`src/rtl/pio_pkg.sv`:
```
// Shared PIO host-side definitions: action-bus encodings, drain FSM states and a
// round-robin pointer helper used by the RX drain and TX fill blocks.
package pio_pkg;

  localparam logic [3:0] ActNone  = 4'd0;
  localparam logic [3:0] ActInstr = 4'd1;
  localparam logic [3:0] ActPend  = 4'd2;
  localparam logic [3:0] ActPull  = 4'd3;
  localparam logic [3:0] ActPush  = 4'd4;
  localparam logic [3:0] ActGrps  = 4'd5;
  localparam logic [3:0] ActEn    = 4'd6;
  localparam logic [3:0] ActDiv   = 4'd7;
  localparam logic [3:0] ActSides = 4'd8;
  localparam logic [3:0] ActImm   = 4'd9;
  localparam logic [3:0] ActShift = 4'd10;

  localparam logic [2:0] StIdle = 3'd0;
  localparam logic [2:0] StArb  = 3'd1;
  localparam logic [2:0] StPull = 3'd2;
  localparam logic [2:0] StWait = 3'd3;
  localparam logic [2:0] StHold = 3'd4;

  // Next machine index after idx, wrapping at n machines.
  function automatic logic [1:0] rr_next(input logic [1:0] idx, input int unsigned n);
    int unsigned t;
    t = 32'(idx) + 32'd1;
    if (t >= n) return 2'd0;
    return 2'(t);
  endfunction

endpackage

```
`src/rtl/pio_rr_arb.sv`:
```
// Combinational round-robin picker: first eligible index at or after ptr, wrapping at N.
module pio_rr_arb #(
  parameter int unsigned N    = 4,
  parameter int unsigned IdxW = 2
) (
  input  logic [N-1:0]    eligible,
  input  logic [IdxW-1:0] ptr,
  output logic [IdxW-1:0] idx,
  output logic            any
);

  always_comb begin
    int unsigned j;
    j   = 0;
    idx = '0;
    any = 1'b0;
    for (int unsigned i = 0; i < N; i++) begin
      j = 32'(ptr) + i;
      if (j >= N) j = j - N;
      if (!any && eligible[IdxW'(j)]) begin
        any = 1'b1;
        idx = IdxW'(j);
      end
    end
  end

endmodule

```
`src/rtl/pio_rx_drain.sv`:
```
// Drains PIO RX FIFOs via PULL actions and streams the extracted characters out.
// Optional handshake counter (stat_cnt/stat_clr) when PIO_RX_DRAIN_STATS_EN is defined.
module pio_rx_drain
  import pio_pkg::*;
#(
  parameter int unsigned NUM_SM   = 4,
  parameter int unsigned DATA_W   = 8,
  parameter int unsigned LSB_POS  = 24,
  parameter int unsigned DOUT_LAT = 1
) (
  input  logic              clk,
  input  logic              reset,
  input  logic              en,
  input  logic [NUM_SM-1:0] sm_mask,
  input  logic              gnt,
  input  logic [3:0]        rx_empty,
  input  logic [31:0]       dout,
  output logic [3:0]        action,
  output logic [1:0]        mindex,
  output logic [31:0]       din,
  output logic              req,
  output logic              m_valid,
  input  logic              m_ready,
  output logic [DATA_W-1:0] m_data,
  output logic [1:0]        m_sm
`ifdef PIO_RX_DRAIN_STATS_EN
  ,
  input  logic              stat_clr,
  output logic [31:0]       stat_cnt
`endif
);

  localparam logic [1:0] LatLast = 2'(DOUT_LAT - 1);

  logic [2:0]        state_q, state_d;
  logic [1:0]        mindex_q, mindex_d;
  logic [1:0]        ptr_q, ptr_d;
  logic [1:0]        lat_q, lat_d;
  logic [1:0]        m_sm_q, m_sm_d;
  logic [DATA_W-1:0] m_data_q, m_data_d;

  logic [NUM_SM-1:0] elig;
  logic [1:0]        arb_ptr, arb_idx;
  logic              arb_any;
  logic              pull_fire, hs;

  // Only the character field of dout and the low NUM_SM empty flags matter.
  logic unused_inputs;
  assign unused_inputs = ^{dout, rx_empty};

  assign elig      = en ? (sm_mask & ~rx_empty[NUM_SM-1:0]) : '0;
  // In HOLD the pick uses the post-handshake pointer so the next pull needs no bubble.
  assign arb_ptr   = (state_q == StHold) ? rr_next(m_sm_q, NUM_SM) : ptr_q;
  assign pull_fire = (state_q == StPull) && gnt;
  assign hs        = (state_q == StHold) && m_ready;

  pio_rr_arb #(
    .N    (NUM_SM),
    .IdxW (2)
  ) u_arb (
    .eligible (elig),
    .ptr      (arb_ptr),
    .idx      (arb_idx),
    .any      (arb_any)
  );

  always_comb begin
    state_d  = state_q;
    mindex_d = mindex_q;
    ptr_d    = ptr_q;
    lat_d    = lat_q;
    m_sm_d   = m_sm_q;
    m_data_d = m_data_q;
    case (state_q)
      StIdle: begin
        if (arb_any) begin
          state_d  = StArb;
          mindex_d = arb_idx;
        end
      end
      StArb: begin
        if (!en || rx_empty[mindex_q]) begin
          state_d = StIdle;
        end else if (gnt) begin
          state_d = StPull;
        end
      end
      StPull: begin
        if (gnt) begin
          state_d = StWait;
          lat_d   = 2'd0;
        end else begin
          state_d = StArb;
        end
      end
      StWait: begin
        if (lat_q == LatLast) begin
          state_d  = StHold;
          m_data_d = dout[LSB_POS +: DATA_W];
          m_sm_d   = mindex_q;
        end else begin
          lat_d = lat_q + 2'd1;
        end
      end
      StHold: begin
        if (hs) begin
          ptr_d = arb_ptr;
          if (arb_any) begin
            state_d  = StArb;
            mindex_d = arb_idx;
          end else begin
            state_d = StIdle;
          end
        end
      end
      default: state_d = StIdle;
    endcase
  end

  always_ff @(posedge clk or posedge reset) begin
    if (reset) begin
      state_q  <= StIdle;
      mindex_q <= 2'd0;
      ptr_q    <= 2'd0;
      lat_q    <= 2'd0;
      m_sm_q   <= 2'd0;
      m_data_q <= '0;
    end else begin
      state_q  <= state_d;
      mindex_q <= mindex_d;
      ptr_q    <= ptr_d;
      lat_q    <= lat_d;
      m_sm_q   <= m_sm_d;
      m_data_q <= m_data_d;
    end
  end

  assign action  = pull_fire ? ActPull : ActNone;
  assign din     = {31'd0, pull_fire};
  assign req     = (state_q == StArb) || (state_q == StPull);
  assign mindex  = mindex_q;
  assign m_valid = (state_q == StHold);
  assign m_data  = m_data_q;
  assign m_sm    = m_sm_q;

`ifdef PIO_RX_DRAIN_STATS_EN
  logic [31:0] stat_q;

  always_ff @(posedge clk or posedge reset) begin
    if (reset) begin
      stat_q <= 32'd0;
    end else if (stat_clr) begin
      stat_q <= 32'd0;
    end else if (hs) begin
      stat_q <= stat_q + 32'd1;
    end
  end

  assign stat_cnt = stat_q;
`else
  // Statistics counter not built.
`endif

endmodule

```
`config.mk`:
```
export PLATFORM = sky130hd
export DESIGN_NAME = pio_rx_drain
export DESIGN_NICKNAME = d
export VERILOG_FILES = /design/src/rtl/pio_pkg.sv /design/src/rtl/pio_rr_arb.sv /design/src/rtl/pio_rx_drain.sv
export SDC_FILE = /design/constraint.sdc
export NUM_CORES = 1
export LEC_CHECK = 0
export CAP_MARGIN = 20
export CORE_ASPECT_RATIO = 1.75
export CORE_MARGIN = 2
export CORE_UTILIZATION = 35
export DETAILED_ROUTE_END_ITERATION = 8
export PLACE_DENSITY = 0.83
export SLEW_MARGIN = 20
export SYNTH_ARGS = -nofsm -noshare
export SYNTH_HDL_FRONTEND = slang
export SYNTH_HIERARCHICAL = 1
export SYNTH_SLANG_ARGS = --single-unit
```
`constraint.sdc`:
```
create_clock -name clk -period 2.5 [get_ports clk]
set_clock_uncertainty 0.1 [all_clocks]
set_input_delay 0.375 -clock clk [delete_from_list [all_inputs] [get_ports clk]]
set_output_delay 0.375 -clock clk [all_outputs]
set_load 0.02 [all_outputs]
```
Word-level counts from Yosys, hierarchy flattened
Cells that the tools add are included.
{ "word_totals": {"reg_bits": 19, "latchBits": 0, "mem_bits_rw": 0, "rom_bits": 0, "input_bits": 45, "output_inout_bits": 50, "wordCells": 99, "mem_count": 0} }
{ "classes": {"add_sub_neg": 9, "multipliers": 0, "div": 0, "n_lt_le_gt_ge": 10, "n_eq_ne": 10, "shifts": 0, "muxes": 42, "bitwise_logic": 2, "n_reduce_logical": 20} }
{ "op_table": {"columns": ["cell", "count"], "rows": [
  ["2-bit two-way mux", 17],
  ["2-bit by 3-bit < comparator with 1-bit output, second input constant", 5],
  ["3-bit two-way mux", 5],
  ["3-bit case mux with 5 select lines", 1],
  ["3-bit >= comparator, second input constant", 4],
  ["1-bit two-way mux", 11],
  ["1-bit binary-select mux with 2-bit select", 5],
  ["2-bit != test, second input constant", 4],
  ["2-bit case mux with 2 select lines", 2],
  ["2-bit by 1-bit subtractor with 2-bit output, second input constant", 4],
  ["2-bit by 1-bit adder with 3-bit output, second input constant", 2],
  ["2-bit by 2-bit adder with 3-bit output, second input constant", 2],
  ["3-bit by 2-bit equality test with 1-bit output, second input constant", 2],
  ["2-bit AND reduction", 3],
  ["1-bit logical AND", 5],
  ["4-bit AND", 1],
  ["1-bit zero test", 4],
  ["4-bit two-way mux", 1],
  ["4-bit NOT", 1],
  ["4-bit AND reduction", 1],
  ["2-bit nonzero test", 2],
  ["3-bit by 1-bit equality test with 1-bit output, second input constant", 1],
  ["3-bit equality test, second input constant", 1],
  ["2-bit by 3-bit >= comparator with 1-bit output, second input constant", 1],
  ["other kinds (7)", 8]
]} }

Logic depth before layout (Yosys ltp)
Gate-level depths: netlist (run 1).
{ "logic_depth": {"depth_word": 22, "mapped_depth": 7, "depth_no_buf": 7} }

Hierarchy
The synthesis (run 1) kept the hierarchy.
{ "modules_own_cells": {"columns": ["mod", "n_inst", "cells_each", "area_each_um2", "seq_area_each_um2"], "rows": [
  ["pio_rx_drain", 1, 117, 1252.5, 475.5],
  ["pio_rr_arb", 1, 15, 77.6, 0.0]
]} }

Worst setup path before layout (run 1)
Ideal clock, no wire load.
{ "synth_timing": {"kind": "reg2reg", "startpoint": "register state_q[0]", "endpoint": "register mindex_q[1] (netlist: mindex[1])", "setup_time_ps": 125, "arrival_time_ps": 1829, "required_time_ps": 2275, "slack_ps": 446, "stages_incl_launch_ff": 8, "n_path_buf": 1, "period_less_slack_ps": 2054, "path_cell_list": "dfrtp_1 > buf_4 > nor3b_4 > mux2_2 > nand2b_1 > a21oi_1 > a21oi_1 > mux2_2"} }
{ "synth_between": {"elab_chain_cells": 19, "word_cells_on_any_way": 47, "classes_between": "add/sub (7); order compare (4); eq/ne (2); mux (24); reduce/logical (10)"} }
{ "synth_rtl": {"columns": ["item", "line_no", "rtl"], "rows": [
  ["start: declaration", "pio_rx_drain.sv:35", "logic [2:0] state_q, state_d;"],
  ["start signal: assignment", "pio_rx_drain.sv:122", "state_q <= StIdle;"],
  ["start signal: assignment", "pio_rx_drain.sv:129", "state_q <= state_d;"],
  ["3-bit equality test (*)", null, null],
  ["named net m_valid", "pio_rx_drain.sv:22", "output logic m_valid,"],
  ["2-bit two-way mux (*)", "pio_rx_drain.sv:53", "assign arb_ptr = (state_q == StHold) ? rr_next(m_sm_q, NUM_SM) : ptr_q;"],
  ["named net arb_ptr[0]", "pio_rx_drain.sv:43", "logic [1:0] arb_ptr, arb_idx;"],
  ["branches (longest 13 deep; another with 2-bit by 1-bit adder with 3-bit output)", null, null],
  ["2-bit two-way mux (*)", "pio_rr_arb.sv:20", "if (!any && eligible[IdxW'(j)]) begin"],
  ["named net arb_idx[1]", "pio_rx_drain.sv:43", null],
  ["2-bit two-way mux (*)", "pio_rx_drain.sv:76, pio_rx_drain.sv:108", null],
  ["2-bit two-way mux", "pio_rx_drain.sv:106", "if (hs) begin"],
  ["2-bit case mux with 2 select lines (*)", "pio_rx_drain.sv:74", "case (state_q)"],
  ["end signal: assignment", "pio_rx_drain.sv:130", "mindex_q <= mindex_d;"],
  ["end: declaration", "pio_rx_drain.sv:36", "logic [1:0] mindex_q, mindex_d;"]
]} }
Mark *: on every way through the listed nets, which the timed path passes. The select of a mux whose other input is x is not followed.
A chain may end at the register's enable or synchronous reset.

Worst setup path in the final report (run 1)
{ "layout_timing": {"startpoint": "register state_q[1]", "endpoint": "output action[1]"} }
{ "layout_between": {"elab_chain_cells": 3} }
{ "layout_rtl": {"columns": ["item", "line_no", "rtl"], "rows": [
  ["3-bit by 2-bit equality test with 1-bit output", "pio_rx_drain.sv:54", "assign pull_fire = (state_q == StPull) && gnt;"],
  ["1-bit logical AND", "pio_rx_drain.sv:54", null],
  ["2-bit two-way mux", "pio_rx_drain.sv:138", "assign action = pull_fire ? ActPull : ActNone;"],
  ["end: declaration", "pio_rx_drain.sv:18", "output logic [3:0] action,"]
]} }
No other way between the ends.

==> flow_summary.ini, run 1 <==
[clock_tree]
cts_tree = yes
path_clk_slew_ps = 70
cts_root_buf = clkbuf_8
numCtsBuffers = 3
cts_buffer_depth = 2
h-tree-depth = 1
cts_resized = 0
hold_buffers = 0
cts.sinks = 19
cts_setup_buffers = 0
insertion_delay_ps = 250

[global_route]
grt_pass1_wl_um = 4020
grt_pass1_vias = 979
track_usage = 0.117
antenna_found_initial = 0
grt_overflow_total = 0
grt_max_degree = 20

[logic_synthesis]
yosys_most_used_dff = dfrtp_1
synth.avg_cell_area_um2 = 10.1
ys_top_cells_by_area = dfrtp_1 (36%), buf_4 (21%), mux2_2 (14%), inv_1 (3.1%), a21oi_1 (2.3%)
synth_commonest_cells = buf_4 (38), dfrtp_1 (19), mux2_2 (16), inv_1 (11), a21oi_1 (6)
synth_top_cell_by_area = dfrtp_1
yosysSeqAreaShare = 0.357
synth_edf_count = 0
ys_warn_count = 6
syn-instance-count = 132
synth_cell_type_count = 32
ys_ff_latch = 19
yosysMostFrequentCell = buf_4
async_flop_share = 1.00
synth_area_um2 = 1330
synth_top_area_frac = 0.357

[timing]
period_needed_ps = 2340
fmax_ghz = 0.427
hold_ws_ps = 406
final_hold_viol_count = 0
maxSlewViolCount = 0
worst_slack_ps = 156
finalCritPeriodShare = 0.938
relSlewSlack = 0.506
setup_viol = 0
worst_pin_slew_ps = 740
rsz0062_at_grt = false
finalSetupTns_ps = 0

[final_layout]
layout.nets = 215
layout-drive-gt1-share = 0.144
design_area_um2 = 1630
n_antenna_cell = 0
post-route-util = 0.450
fill_cells = 370
stdcell_count = 213
syn_to_final_growth_pct = 22.7

[die]
io-pin-count = 95
fp.dieW_um = 50.6
rows = 29
dieArea_um2 = 4330
initial_core_util = 0.367
fp.coreArea_um2 = 3630
fp.dieH_um = 85.6

[critical_path]
arrival_ps = 1870
end_kind = primary output
crit_required_ps = 2030
slowest_stage = clkdlybuf4s50_1
crit_chain = nor2b_1 -> and3_1 -> clkdlybuf4s50_1
start_kind = flop
crit_start = state_q[1]
worstPathMaxFanout = 10
ff2ff_path_depth = 6
path_class = flop to primary output
max_stage_delay_ps = 610
reg2reg_from = state_q[1]

[hold_path]
hold_path_class = flop to flop
min-delay-start = m_data[2]
whs_path_depth = 1

[place]
routabilityCongestion = 0.711
port_buffers = 37
pre_cts_ws_ps = 167
placedCellCount = 209
place_area_um2 = 1590
dp_hpwl_um = 1880

[detailed_routing]
route.met3.wl_um = 172
drc_errors = 0
drtAntennaViolNets = 0
num_vias = 929
first_iter_violations = 9
highest_layer = met4
via_per_inst = 4.36
post_drt_wl_per_cell_um = 10.9
wl_met2_um = 1320
drt-pass1-iter-count = 2
wl_um = 2320
routedLengthMet1_um = 809

[pwr]
power_density_nw_per_um2 = 979
ir_drop_uv = 520
p_leak_nw = 0.754
finalPower_mw = 1.60

[status]
status = completed

[job]
cap_viol_max_count = 0
state kept, by name, summed over array words and instances, names as in the netlist:
signal,cells
m_data,8
state_q,3
lat_q,2
m_sm,2
mindex,2
ptr_q,2
critical path, delay by kind of cell (launching register included):
family / cells / cell delay, ps
flip-flops: 1 / 560
buffers and inverters: 1 / 610
AND/OR/NAND/NOR: 2 / 450
layout by cell type, fill, tap and decap left out, types with 3 or more instances in the layout:
cell,netlist,layout
clkdlybuf4s50_1,0,37
conb_1,1,33
dfrtp_1,19,19
mux2_2,16,16
inv_1,11,11
a21oi_1,6,6
nor2_1,5,5
o21ai_0,4,4
nand2_1,4,4
clkbuf_8,1,3
cell families (layout without fill, tap and decap cells):
logic type,after synthesis,in the layout,synth area share
AOI/OAI and AO/OA,18,18,0.0894
buffers and inverters,51,54,0.259
DFF,19,19,0.357
xor gates and xnor gates,1,1,0.00659
other,1,33,0.00282
adders and majority gates,2,2,0.0188
muxes,17,17,0.152
and+or+nand+nor,23,23,0.114
report_power, final:
part | internal (mW) | leakage, nW | switching (mW)
Clock | 0.113 | 0.0228 | 0.0953
Sequential | 0.437 | 0.238 | 0.118
Combinational | 0.439 | 0.494 | 0.394
metal layers:
layer | GRT usage | up-vias
li1 | - | 446
met1 | 0.123 | 441
met2 | 0.226 | 40
met3 | 0.0209 | 2
met4 | 0.0393 | 0
met5 | 0 | -
worst paths after layout:
path / endpoint / slack [ps]
worst max-delay path: action[1] / 160
worst min-delay path: m_data[2] / 410
worst max register to register: mindex[1] / 460
worst min register to register: m_data[2] / 410
max in group asynchronous: m_sm[1] / 1390
min in group asynchronous: m_data[5] / 450
cell type report:
type / count / area (µm²) / area share
multi-input combinational: 94 / 631 / 0.387
inverter: 12 / 45.0 / 0.0276
clock buffer: 4 / 45.0 / 0.0276
sequential: 19 / 475 / 0.291
tap: 46 / 57.6 / 0.0353
timing repair buffer: 38 / 378 / 0.232
Power figures use the tool's default switching activity.
==> run 2: changes to the inputs <==
--- a/config.mk
+++ b/config.mk
@@ -10,7 +10,7 @@
 export CORE_MARGIN = 2
 export CORE_UTILIZATION = 35
 export DETAILED_ROUTE_END_ITERATION = 8
-export PLACE_DENSITY = 0.83
+export PLACE_DENSITY = 0.81
 export SLEW_MARGIN = 20
 export SYNTH_ARGS = -nofsm -noshare
 export SYNTH_HDL_FRONTEND = slang
==> flow_summary.ini, run 2 (synthesis results as in run 1) <==
[status]
status = completed

[global_route]
grt_pass1_wl_um = 4040
antenna_found_initial = 0
track_usage = 0.121
grt_overflow_total = 0
grt_max_degree = 20
grt_pass1_vias = 914

[timing]
rsz0062_at_grt = false
worst_pin_slew_ps = 728
final_hold_viol_count = 0
maxSlewViolCount = 0
finalSetupTns_ps = 0
relSlewSlack = 0.514
fmax_ghz = 0.439
finalCritPeriodShare = 0.911
period_needed_ps = 2280
setup_viol = 0

[detailed_routing]
first_iter_violations = 6
post_drt_wl_per_cell_um = 11.4
drc_errors = 0
drtAntennaViolNets = 0
via_per_inst = 4.43
wl_um = 2430
drt-pass1-iter-count = 4
num_vias = 943

[critical_path]
ff2ff_path_depth = 6
start_kind = flop
crit_chain = nor2b_1 -> and3_1 -> clkdlybuf4s50_1
max_stage_delay_ps = 610
path_delay_family = buffers and inverters
path_depth = 3
worstPathMaxFanout = 10
path_buf_inv = 1
end_kind = primary output
slowest_stage = clkdlybuf4s50_1
arrival_ps = 1800
path_class = flop to primary output
crit_required_ps = 2030

[clock_tree]
cts_tree = yes
cts.sinks = 19
hold_buffers = 0
h-tree-depth = 1
numCtsBuffers = 3
path_clk_slew_ps = 70
cts_resized = 0
cts_setup_buffers = 0
insertion_delay_ps = 260
cts_buffer_depth = 2
cts_root_buf = clkbuf_8

[die]
fp.coreArea_um2 = 3630
initial_core_util = 0.367
io-pin-count = 95
rows = 29
dieArea_um2 = 4330
fp.dieW_um = 50.6
fp.dieH_um = 85.6

[pwr]
ir_drop_uv = 430
power_density_nw_per_um2 = 989
p_leak_nw = 0.756

[place]
dp_hpwl_um = 1910
port_buffers = 37
placedCellCount = 209
routabilityCongestion = 0.722
place_area_um2 = 1590

[final_layout]
layout_commonest_cell = clkdlybuf4s50_1
syn_to_final_growth_pct = 22.9
largest_reg_flops = 8
layout-drive-gt1-share = 0.156
stdcell_count = 213
n_antenna_cell = 0
final_cell_mix = clkdlybuf4s50_1 (37), conb_1 (33), dfrtp_1 (18), mux2_2 (16), inv_1 (11)
fill_cells = 371
layout.nets = 215
design_area_um2 = 1630

[job]
cap_viol_max_count = 0

[hold_path]
hold_path_class = flop to flop
whs_path_depth = 1
[run 2: cell count changes in the layout (fill, tap and decap cells not counted), sizes merged]
| cell | previous run | this run |
|---|---|---|
| clkbuf | 4 | 3 |
| clkinv | 0 | 1 |
[run 2: final timing paths]
| path | startpoint | to | slack [ps] |
|---|---|---|---|
| setup / recovery | state_q[1] | din[0] | 220 |
| setup reg to reg | state_q[0] | mindex[1] | 440 |
| hold reg to reg | m_data[7] | m_data[7] | 410 |
| hold / removal | m_data[7] | m_data[7] | 410 |
| max in group asynchronous | reset | state_q[1] | 1360 |
| min in group asynchronous | reset | m_data[7] | 430 |
[run 2: through the flow]
stage / power [mW] / setup slack, ps / utilization / hold WS, ps
after floorplan: 1.14 / 446 / - / 226
after global placement: 1.39 / 200 / 0.437 / 382
after detailed placement: 1.41 / 214 / 0.437 / 394
after CTS: 1.64 / 114 / 0.450 / 412
after global routing: 1.73 / 102 / 0.450 / 435
final: 1.62 / 221 / 0.450 / 411
[run 2: where the power goes]
part / internal [mW] / switching (mW)
sequential: 0.439 / 0.122
combinational: 0.439 / 0.398
clock: 0.111 / 0.107
[run 2: area by class of cell]
| type | instances | area (µm²) | share of cell area |
|---|---|---|---|
| clock inverters | 1 | 5.00 | 0.00306 |
| multi-input cells | 94 | 631 | 0.386 |
| repair buffers | 38 | 378 | 0.231 |
| well taps | 46 | 57.6 | 0.0352 |
| inverters | 12 | 45.0 | 0.0276 |
| clock buffers | 3 | 41.3 | 0.0253 |
| flip-flops and latches | 19 | 477 | 0.292 |
[run 2: metal layers]
metal  global-route usage  routed length, µm  up-vias
li1                     -                  -      444
met3               0.0192                179        6
met5                    0                  0        -
met1                0.130                893      437
met4               0.0516                 41        0
met2                0.226               1310       56
